===== src/rtl/tm_acc_pkg.sv =====
// Shared definitions for the TM clause-engine accelerator blocks:
// scan-generator FSM encoding and global limits.
package tm_acc_pkg;

  typedef enum logic [1:0] {
    ST_IDLE  = 2'd0,
    ST_CHECK = 2'd1,
    ST_COUNT = 2'd2,
    ST_SCAN  = 2'd3
  } state_e;

  localparam int MAX_STRIDE    = 7;
  localparam int DEFAULT_LANES = 8;

endpackage


===== src/rtl/therm_enc.sv =====
// Unsigned value to N-bit thermometer code: bit i is set when i < value.
// Purely combinational; the parent registers the result.
module therm_enc #(
  parameter int N  = 32,
  parameter int VW = $clog2(N) + 1
) (
  input  logic [VW-1:0] i_value,
  output logic [N-1:0]  o_therm
);

  always_comb begin
    // NOTE: give every always_comb output a default first so no path can infer a latch.
    o_therm = '0;
    for (int i = 0; i < N; i++) begin
      o_therm[i] = (VW'(i) < i_value);
    end
  end

endmodule


===== src/rtl/patch_scan_gen.sv =====
// Patch position scan generator: validates a patch/stride config, counts positions by
// repeated subtraction, then streams LANES vertically adjacent positions per beat.
module patch_scan_gen
  import tm_acc_pkg::*;
#(
  parameter int WIDTH     = 32,
  parameter int HEIGHT    = 32,
  parameter int MAX_PATCH = 7,
  parameter int LANES     = DEFAULT_LANES,
  parameter int XW        = $clog2(WIDTH) + 1,
  parameter int YW        = $clog2(HEIGHT) + 1
) (
  input  logic              clk,
  input  logic              rst,
  input  logic              start,
  input  logic              abort,
  input  logic [2:0]        patch_size,
  input  logic [2:0]        stride,
  input  logic [XW-1:0]     image_width,
  input  logic [YW-1:0]     image_height,
  output logic              busy,
  output logic              cfg_err,
  output logic              out_valid,
  input  logic              out_ready,
  output logic [XW-1:0]     out_x,
  output logic [YW-1:0]     out_y,
  output logic [LANES-1:0]  lane_mask,
  output logic [WIDTH-1:0]  x_therm,
  output logic [HEIGHT-1:0] y_therm,
  output logic              last,
  output logic              done
);

  localparam int CW = 16;
  typedef logic [CW-1:0] cnt_t;

  state_e      r_state;
  logic [2:0]  r_p, r_s;
  logic [XW-1:0] r_w;
  logic [YW-1:0] r_h;
  cnt_t        r_rx, r_ry, r_nx, r_ny, r_xi, r_yb;

  logic              r_cfg_err, r_out_valid, r_last, r_done;
  logic [XW-1:0]     r_out_x;
  logic [YW-1:0]     r_out_y;
  logic [LANES-1:0]  r_lane_mask;
  logic [WIDTH-1:0]  r_x_therm;
  logic [HEIGHT-1:0] r_y_therm;

  cnt_t              w_s, w_beats, w_nxt_xi, w_nxt_yb, w_nxt_base;
  logic              w_rx_ge, w_ry_ge, w_count_done, w_reject;
  logic              w_accept, w_col_end, w_scan_end, w_ld, w_nxt_last;
  logic [XW-1:0]     w_nxt_x;
  logic [YW-1:0]     w_nxt_y;
  logic [LANES-1:0]  w_nxt_mask;
  logic [WIDTH-1:0]  w_x_therm;
  logic [HEIGHT-1:0] w_y_therm;

  always_comb begin
    w_s          = cnt_t'(r_s);
    w_rx_ge      = (r_rx >= w_s);
    w_ry_ge      = (r_ry >= w_s);
    w_count_done = !w_rx_ge && !w_ry_ge;
    w_beats      = (r_ny + cnt_t'(LANES - 1)) / cnt_t'(LANES);
    w_reject     = (r_p == 3'd0) || (r_s == 3'd0) ||
                   (cnt_t'(r_p) > cnt_t'(MAX_PATCH)) || (cnt_t'(r_s) > cnt_t'(MAX_STRIDE)) ||
                   (cnt_t'(r_p) > cnt_t'(r_w)) || (cnt_t'(r_p) > cnt_t'(r_h)) ||
                   (cnt_t'(r_w) > cnt_t'(WIDTH)) || (cnt_t'(r_h) > cnt_t'(HEIGHT));

    w_accept   = r_out_valid && out_ready;
    w_col_end  = (r_yb == w_beats - cnt_t'(1));
    w_scan_end = w_col_end && (r_xi == r_nx - cnt_t'(1));

    // Next beat position: the first beat on leaving COUNT, else the successor of an accepted beat.
    w_ld     = 1'b0;
    w_nxt_xi = r_xi;
    w_nxt_yb = r_yb;
    if (r_state == ST_COUNT && w_count_done) begin
      w_ld     = 1'b1;
      w_nxt_xi = '0;
      w_nxt_yb = '0;
    end else if (r_state == ST_SCAN && w_accept && !w_scan_end) begin
      w_ld = 1'b1;
      if (w_col_end) begin
        w_nxt_xi = r_xi + cnt_t'(1);
        w_nxt_yb = '0;
      end else begin
        w_nxt_yb = r_yb + cnt_t'(1);
      end
    end

    w_nxt_base = w_nxt_yb * cnt_t'(LANES);
    w_nxt_x    = XW'(w_nxt_xi * w_s);
    w_nxt_y    = YW'(w_nxt_base * w_s);
    w_nxt_mask = '0;
    for (int j = 0; j < LANES; j++) begin
      w_nxt_mask[j] = ((w_nxt_base + cnt_t'(j)) < r_ny);
    end
    w_nxt_last = (w_nxt_xi == r_nx - cnt_t'(1)) && (w_nxt_yb == w_beats - cnt_t'(1));
  end

  // Thermometers are encoded from the next coordinates so they register alongside out_x/out_y.
  therm_enc #(.N(WIDTH), .VW(XW)) u_x_therm (
    .i_value (w_nxt_x),
    .o_therm (w_x_therm)
  );

  therm_enc #(.N(HEIGHT), .VW(YW)) u_y_therm (
    .i_value (w_nxt_y),
    .o_therm (w_y_therm)
  );

  always_ff @(posedge clk) begin
    // NOTE: sequential state uses non-blocking assignments so every register samples pre-edge values.
    if (rst) begin
      r_state     <= ST_IDLE;
      r_p         <= '0;
      r_s         <= '0;
      r_w         <= '0;
      r_h         <= '0;
      r_rx        <= '0;
      r_ry        <= '0;
      r_nx        <= '0;
      r_ny        <= '0;
      r_xi        <= '0;
      r_yb        <= '0;
      r_cfg_err   <= 1'b0;
      r_out_valid <= 1'b0;
      r_out_x     <= '0;
      r_out_y     <= '0;
      r_lane_mask <= '0;
      r_x_therm   <= '0;
      r_y_therm   <= '0;
      r_last      <= 1'b0;
      r_done      <= 1'b0;
    end else begin
      r_cfg_err <= 1'b0;
      r_done    <= 1'b0;

      case (r_state)
        ST_IDLE: begin
          if (start) begin
            r_p     <= patch_size;
            r_s     <= stride;
            r_w     <= image_width;
            r_h     <= image_height;
            r_state <= ST_CHECK;
          end
        end
        ST_CHECK: begin
          if (abort) begin
            r_state <= ST_IDLE;
          end else if (w_reject) begin
            r_cfg_err <= 1'b1;
            r_state   <= ST_IDLE;
          end else begin
            r_rx    <= cnt_t'(r_w) - cnt_t'(r_p);
            r_ry    <= cnt_t'(r_h) - cnt_t'(r_p);
            r_nx    <= cnt_t'(1);
            r_ny    <= cnt_t'(1);
            r_state <= ST_COUNT;
          end
        end
        ST_COUNT: begin
          if (abort) begin
            r_state <= ST_IDLE;
          end else if (w_count_done) begin
            r_state <= ST_SCAN;
          end else begin
            if (w_rx_ge) begin
              r_rx <= r_rx - w_s;
              r_nx <= r_nx + cnt_t'(1);
            end
            if (w_ry_ge) begin
              r_ry <= r_ry - w_s;
              r_ny <= r_ny + cnt_t'(1);
            end
          end
        end
        ST_SCAN: begin
          if (abort) begin
            r_out_valid <= 1'b0;
            r_last      <= 1'b0;
            r_state     <= ST_IDLE;
          end else if (w_accept && w_scan_end) begin
            r_out_valid <= 1'b0;
            r_last      <= 1'b0;
            r_done      <= 1'b1;
            r_state     <= ST_IDLE;
          end
        end
        default: r_state <= ST_IDLE;
      endcase

      if (w_ld && !abort) begin
        r_xi        <= w_nxt_xi;
        r_yb        <= w_nxt_yb;
        r_out_valid <= 1'b1;
        r_out_x     <= w_nxt_x;
        r_out_y     <= w_nxt_y;
        r_lane_mask <= w_nxt_mask;
        r_x_therm   <= w_x_therm;
        r_y_therm   <= w_y_therm;
        r_last      <= w_nxt_last;
      end
    end
  end

  assign busy      = (r_state != ST_IDLE);
  assign cfg_err   = r_cfg_err;
  assign out_valid = r_out_valid;
  assign out_x     = r_out_x;
  assign out_y     = r_out_y;
  assign lane_mask = r_lane_mask;
  assign x_therm   = r_x_therm;
  assign y_therm   = r_y_therm;
  assign last      = r_last;
  assign done      = r_done;

endmodule

===== config.mk =====
export PLATFORM = sky130hd
export DESIGN_NAME = patch_scan_gen
export DESIGN_NICKNAME = d
export VERILOG_FILES = /design/src/rtl/tm_acc_pkg.sv /design/src/rtl/therm_enc.sv /design/src/rtl/patch_scan_gen.sv
export SDC_FILE = /design/constraint.sdc
export NUM_CORES = 1
export LEC_CHECK = 0
export CORE_AREA = 5 5 158 160
export DETAILED_ROUTE_END_ITERATION = 8
export DIE_AREA = 0 0 163 165
export PLACE_DENSITY = 0.88
export SLEW_MARGIN = 0
export SYNTH_ARGS = -nofsm -noshare
export SYNTH_HDL_FRONTEND = slang
export SYNTH_HIERARCHICAL = 1
export SYNTH_SLANG_ARGS = --single-unit

===== constraint.sdc =====
create_clock -name clk -period 11.2 [get_ports clk]
set_clock_uncertainty 0.15 [all_clocks]
set_input_delay 2.24 -clock clk [delete_from_list [all_inputs] [get_ports clk]]
set_output_delay 2.24 -clock clk [all_outputs]
set_load 0.05 [all_outputs]

# Yosys cells after proc, flatten, opt, wreduce, memory -nomap -nowiden
# Index checks and enable logic that the tools add are counted.
# word_totals
wordCells,213
out_inout_bits,89
regBits,201
in_bits,23
# op_classes
eq_ne,16
muxes,45
n_bitwise,2
n_reduce_logical,32
n_lt_le_gt_ge,78
n_addsub,18
multipliers,2
# ops
cell,count
two-way mux 16 bit,24
less-than comparator 5 x 6 -> 1 bit (first input constant),32
less-than comparator 16 bit,8
one-hot mux 16 bit (2 select lines),4
less-than comparator 4 x 6 -> 1 bit (first input constant),16
adder 16 x 1 -> 16 bit (second input constant),5
adder 16 x 3 -> 16 bit (second input constant),5
== test 16 bit,4
less-than comparator 3 x 6 -> 1 bit (first input constant),8
adder 16 x 2 -> 16 bit (second input constant),2
greater-or-equal comparator 16 x 3 -> 1 bit,2
subtractor 16 x 3 -> 16 bit,2
less-than comparator 1 x 6 -> 1 bit (first input constant),4
less-than comparator 2 x 6 -> 1 bit (first input constant),4
multiplier 16 x 3 -> 6 bit,1
subtractor 16 x 1 -> 16 bit (second input constant),1
two-way mux 2 bit,7
inequality test 2 bit (second input constant),7
subtractor 13 x 1 -> 14 bit (second input constant),1
subtractor 6 x 3 -> 7 bit,2
multiplier 13 x 3 -> 3 bit,1
> comparator 3 x 6 -> 1 bit,2
> comparator 6 bit (second input constant),2
AND reduction 6 bit,2
17 further kinds,47

# Logic depth before layout (Yosys ltp)
# logic_depth
depth_word,11
mapped_depth,30
depth_no_buf,27

# Cells and area by module
# Netlist, hierarchy kept.
# modules_own_cells
module,seq_area_each_um2,area_per_inst_um2,n_inst,cells_per_inst
patch_scan_gen,4023.9,12947.4,1,1771
therm_enc at u_x_therm,0.0,379.1,1,64
therm_enc at u_y_therm,0.0,377.9,1,64

# Worst setup path after synthesis
# OpenSTA, ideal clock, no wires.
# synth_timing
kind,reg2reg
from,register r_ny[1]
to,register r_x_therm[29] (netlist: x_therm[29])
path_stages_with_launch,31
slack_ps,3971
required_time_ps,10918
n_path_buf,4
setup_ps,132
synth_period_minus_slack_ps,7229
arrival_time_ps,6947
path_cell_list,dfxtp_1 -> buf_1 -> inv_1 -> ha_1 -> nor2b_1 -> nor2_1 -> xnor2_1 -> ha_1 -> inv_1 -> or4_4 -> buf_6 -> nor3_4 -> xnor3_1 -> a2111o_1 -> or2_1 -> or4_1 -> buf_2 -> or3_1 -> a21oi_1 -> and2_1 -> fa_1 -> ha_1 -> a21o_1 -> a21oi_1 -> xor2_1 -> xnor2_1 -> xnor3_1 -> buf_4 -> a41o_1 -> nand2_1 -> a21oi_1
# synth_via
elab_chain_len,10
word_cells_on_any_way,14
cone_classes,2 x add/sub; 1 x mul; 1 x order compare; 1 x eq/ne; 5 x mux; 4 x reduce/logical
# synth_lines
element,line_no,text
"start, declared",patch_scan_gen.sv:41,"cnt_t r_rx, r_ry, r_nx, r_ny, r_xi, r_yb;"
"start signal, assigned",patch_scan_gen.sv:160,r_ny <= cnt_t'(1);
"start signal, assigned",patch_scan_gen.sv:176,r_ny <= r_ny + cnt_t'(1);
adder 16 x 3 -> 16 bit *,patch_scan_gen.sv:64,w_beats = (r_ny + cnt_t'(LANES - 1)) / cnt_t'(LANES);
subtractor 13 x 1 -> 14 bit *,patch_scan_gen.sv:71,w_col_end = (r_yb == w_beats - cnt_t'(1));
== test 16 bit *,patch_scan_gen.sv:71,
logical AND 1 bit,patch_scan_gen.sv:72,w_scan_end = w_col_end && (r_xi == r_nx - cnt_t'(1));
zero test 1 bit,patch_scan_gen.sv:82,end else if (r_state == ST_SCAN && w_accept && !w_scan_end) begin
logical AND 1 bit,patch_scan_gen.sv:82,
two-way mux 16 bit *,patch_scan_gen.sv:82,
two-way mux 16 bit *,patch_scan_gen.sv:78,if (r_state == ST_COUNT && w_count_done) begin
multiplier 16 x 3 -> 6 bit *,patch_scan_gen.sv:93,w_nxt_x = XW'(w_nxt_xi * w_s);
net w_nxt_x[5],patch_scan_gen.sv:53,logic [XW-1:0] w_nxt_x;
less-than comparator 5 x 6 -> 1 bit *,therm_enc.sv:15,o_therm[i] = (VW'(i) < i_value);
net w_x_therm[29],patch_scan_gen.sv:56,logic [WIDTH-1:0] w_x_therm;
"end signal, assigned",patch_scan_gen.sv:202,r_x_therm <= w_x_therm;
"end, declared",patch_scan_gen.sv:47,logic [WIDTH-1:0] r_x_therm;
# The timed path passes the listed nets; every way through them passes the cells marked *.
# A chain may end at the register's enable or synchronous reset.

# Worst setup path after layout
# layout_timing
from,register r_ny[1]
to,register r_x_therm[5] (netlist: x_therm[5])
# layout_via
elab_chain_len,10
word_cells_on_any_way,14
cone_classes,2 x add/sub; 1 x mul; 1 x order compare; 1 x eq/ne; 5 x mux; 4 x reduce/logical
# layout_lines
element,line_no
adder 16 x 3 -> 16 bit *,patch_scan_gen.sv:64
subtractor 13 x 1 -> 14 bit *,patch_scan_gen.sv:71
== test 16 bit *,patch_scan_gen.sv:71
logical AND 1 bit,patch_scan_gen.sv:72
zero test 1 bit,patch_scan_gen.sv:82
logical AND 1 bit,patch_scan_gen.sv:82
two-way mux 16 bit *,patch_scan_gen.sv:82
two-way mux 16 bit *,patch_scan_gen.sv:78
multiplier 16 x 3 -> 6 bit *,patch_scan_gen.sv:93
net w_nxt_x[5],patch_scan_gen.sv:53
less-than comparator 3 x 6 -> 1 bit *,therm_enc.sv:15
net w_x_therm[5],patch_scan_gen.sv:56
# Marked as above.

==> flow_metrics.tcl <==
set metrics [dict create \
    gp_routability_congestion 0.9525 \
    final_nets 1985 \
    clock_tree.buffer_depth 3 \
    critical_path_buf_inv_count 2 \
    grt_overflow 0 \
    hold_buffers 0 \
    peakVddDrop_uv 122.2 \
    timing.hold.worst.class "register to register" \
    achievable-frequency_mhz 119.8 \
    power_per_cell_area_nw_per_um2 105.0 \
    fp.coreArea_um2 23260 \
    postSynthAreaPerCell_um2 7.217 \
    time_the_final_worst_path_needs_with_i_o_delays_and_setup_ps 8346 \
    ant_nets 0 \
    post-route-drc-count 0 \
    grt_pass1_vias 12880 \
    finalNonFillerCells 2250 \
    status "finished, final reports clean" \
    mappedNetlistArea_um2 13700 \
    wl_mm 38.11 \
    cpLargestDelayFamily "simple AND/OR/NAND/NOR gates" \
    ys_seq_area_share_pct 29.36 \
    vertical_die_dimension_um 165 \
    effective_utilization_at_floorplan_pct 58.91 \
    maxCapViolations 0 \
    post-synth-top-area-cell "dfxtp_1" \
    mostFrequentLayoutCells "354 x nand2_1, 201 x a21oi_1, 201 x dfxtp_1" \
    syn_inst_count 1899 \
    worst-path-max-fanout 18 \
    slew_violations 0 \
    worstPathRequired_ps 11410 \
    critical-path-slowest-cell "or4_1" \
    detailroute.via_count 13810 \
    fp.dieArea_um2 26900 \
    crit_type "register to register" \
    total_leakage_power_uw 0.005478 \
    final_min_period_over_clock_period_pct 74.52 \
    layout-area-overhead-vs-synth_pct 13.26 \
    place_inst 2209 \
    floorplan.io_pins 112 \
    postcts_setup_bufs 0 \
    ys.flop_type "dfxtp_1" \
    cts_tree "built" \
    clk_root_buffer_cell "clkbuf_16" \
    timing_hold_violations_final 0 \
    finalHoldWorstSlack_ps 299.2 \
    fp.dieW_um 163 \
    dp_hpwl_mm 25.94 \
    cpMostUsedCell "xnor2_1" \
    drt_iter0_markers 1451 \
    first_pass_iters 6 \
    synth_edf_count 0 \
    holdCritStartpoint "r_ry[8]$_SDFFE_PP0P_" \
    async_reset_ff_share_pct 0 \
    port_buffers 108 \
    clock-sinks 201 \
    antenna_found_initial 0 \
    worstSetupStartpointType "register" \
    synth_top_cell_area_share_pct 29.36 \
    design_power_total_uw 1629 \
    worst_ep_arrival_time_ps 8560 \
    yosys_register_bits 201 \
    tightest_slew_ps 1020 \
    crit_start "r_ny[1]$_SDFFE_PP0P_" \
    h-tree-depth 1 \
    grt_max_degree 95 \
    clkLatencyLatePin_ps 520 \
    diodes 0 \
    report.final.setup_viol 0 \
    critPathMaxStageDelay_ps 950 \
    final_layout_size_suffix_gt1_share_pct 5.075 \
    synth-warning-count 6 \
    r2r_start "r_ny[1]$_SDFFE_PP0P_" \
    synth.lib_cells_used.distinct 85 \
    grt_first_pass_wirelength_mm 62.62 \
    rsz_0062_raised_after_global_routing "no" \
    vias_per_cell 6.137 \
    num_rows 56 \
    cts_buf_count 23 \
    yosys-top-cells-area "dfxtp_1 29%, nand2_1 9.7%, a21oi_1 7.4%, xnor2_1 5.8%, nor2_1 4.0%" \
    cts.repair.resized 0 \
    detail_route.wl_per_cell_um 16.94 \
    clock_transition_at_the_registers_of_the_reported_paths_ps 60 \
    final_common_cell "nand2_1" \
    groute.usage.overall_pct 27.37 \
    max_slew_margin_pct 32.03 \
    fin_setup_tns_ps 0 \
    critical_path.endpoint_type "register" \
    fillers 1919 \
]
## final cells by class
class	count	area, µm²	share of cell area [%]
Clock buffer	30	651.9	4.200
Clock inverter	11	140.1	0.9029
Inverter	65	244.0	1.572
Multi-Input combinational cell	1499	8856	57.06
Sequential cell	201	4024	25.93
Tap cell	319	399.1	2.572
Timing Repair Buffer	125	1206	7.771
## synthesized netlist by cell type (all sizes together) (23+ instances only)
cell type,count
dfxtp,201
xnor2,90
nor4,31
nor3,60
or3,28
nand4,36
nand3,57
ha,39
xor2,27
nand2,354
a21oi,203
nand2b,25
o21ai,105
clkbuf,106
buf,37
inv,65
o21bai,23
nor2,149
## cell families (layout without fill, tap and decap cells)
kind of cell               count (synthesis)  in the layout  share of synthesized area [%]
AOI/OAI and AO/OA                        451            451                          19.61
adders and majority gates                 48             48                          4.802
and+or+nand+nor                          856            856                          30.43
xor gates and xnor gates                 123            123                          8.473
buffers and inverters                    208            231                          6.482
muxes                                     11             11                         0.8126
DFF                                      201            201                          29.36
other                                      1             10                        0.02736
## per-layer routing
layer  routed length (µm)  global-route usage [%]  part of all wire [%]
met5                    0                       0                     0
met4                 1368                   10.71                   3.6
met3                 2945                   4.817                   7.7
met2                18280                   46.36                    48
met1                15520                   34.80                    41
## worst min-delay path, delay by kind of cell, from the launching register on
| family | cells | cell delay (ps) |
|---|---|---|
| and+or+nand+nor | 1 | 50 |
| DFF | 1 | 300 |
| AOI/OAI and AO/OA | 1 | 50 |
## registers in the layout, summed over array words and instances (netlist names)
signal and flops:
x_therm 32, r_rx 16, r_s 3, out_y 3, r_yb 16, r_ny 16, y_therm 32, r_h 6
lane_mask 8, cfg_err 1, r_xi 16, out_valid 1, last 1, r_state 2, done 1, r_w 6
r_ry 16, out_x 6, r_nx 16, r_p 3
## path summary, 6_finish.rpt
path                             endpoint  slack, ps  depth (start not counted)
hold reg to reg      r_ry[8]$_SDFFE_PP0P_        300                          2
setup reg to reg  x_therm[5]$_SDFFE_PP0P_       2850                         27
hold / removal       r_ry[8]$_SDFFE_PP0P_        300                          2
setup / recovery  x_therm[5]$_SDFFE_PP0P_       2850                         27
## power breakdown
group | internal [µW] | total (µW) | switching [µW]
clock network | 479 | 793 | 314
registers | 720 | 727 | 7.19
logic | 40.1 | 109 | 68.5
## stage by stage
| step | area (µm²) | utilization [%] | setup slack [ps] |
|---|---|---|---|
| 2_1_floorplan | 13740 | - | 3971 |
| 3_3_place_gp | 14730 | 63.32 | 3093 |
| 3_5_place_dp | 14730 | 63.32 | 2855 |
| 4_1_cts | 15520 | 66.72 | 2961 |
| 5_1_grt | 15520 | 66.72 | 2394 |
| 6_report | 15520 | 66.72 | 2854 |
Power figures use the tool's default switching activity.
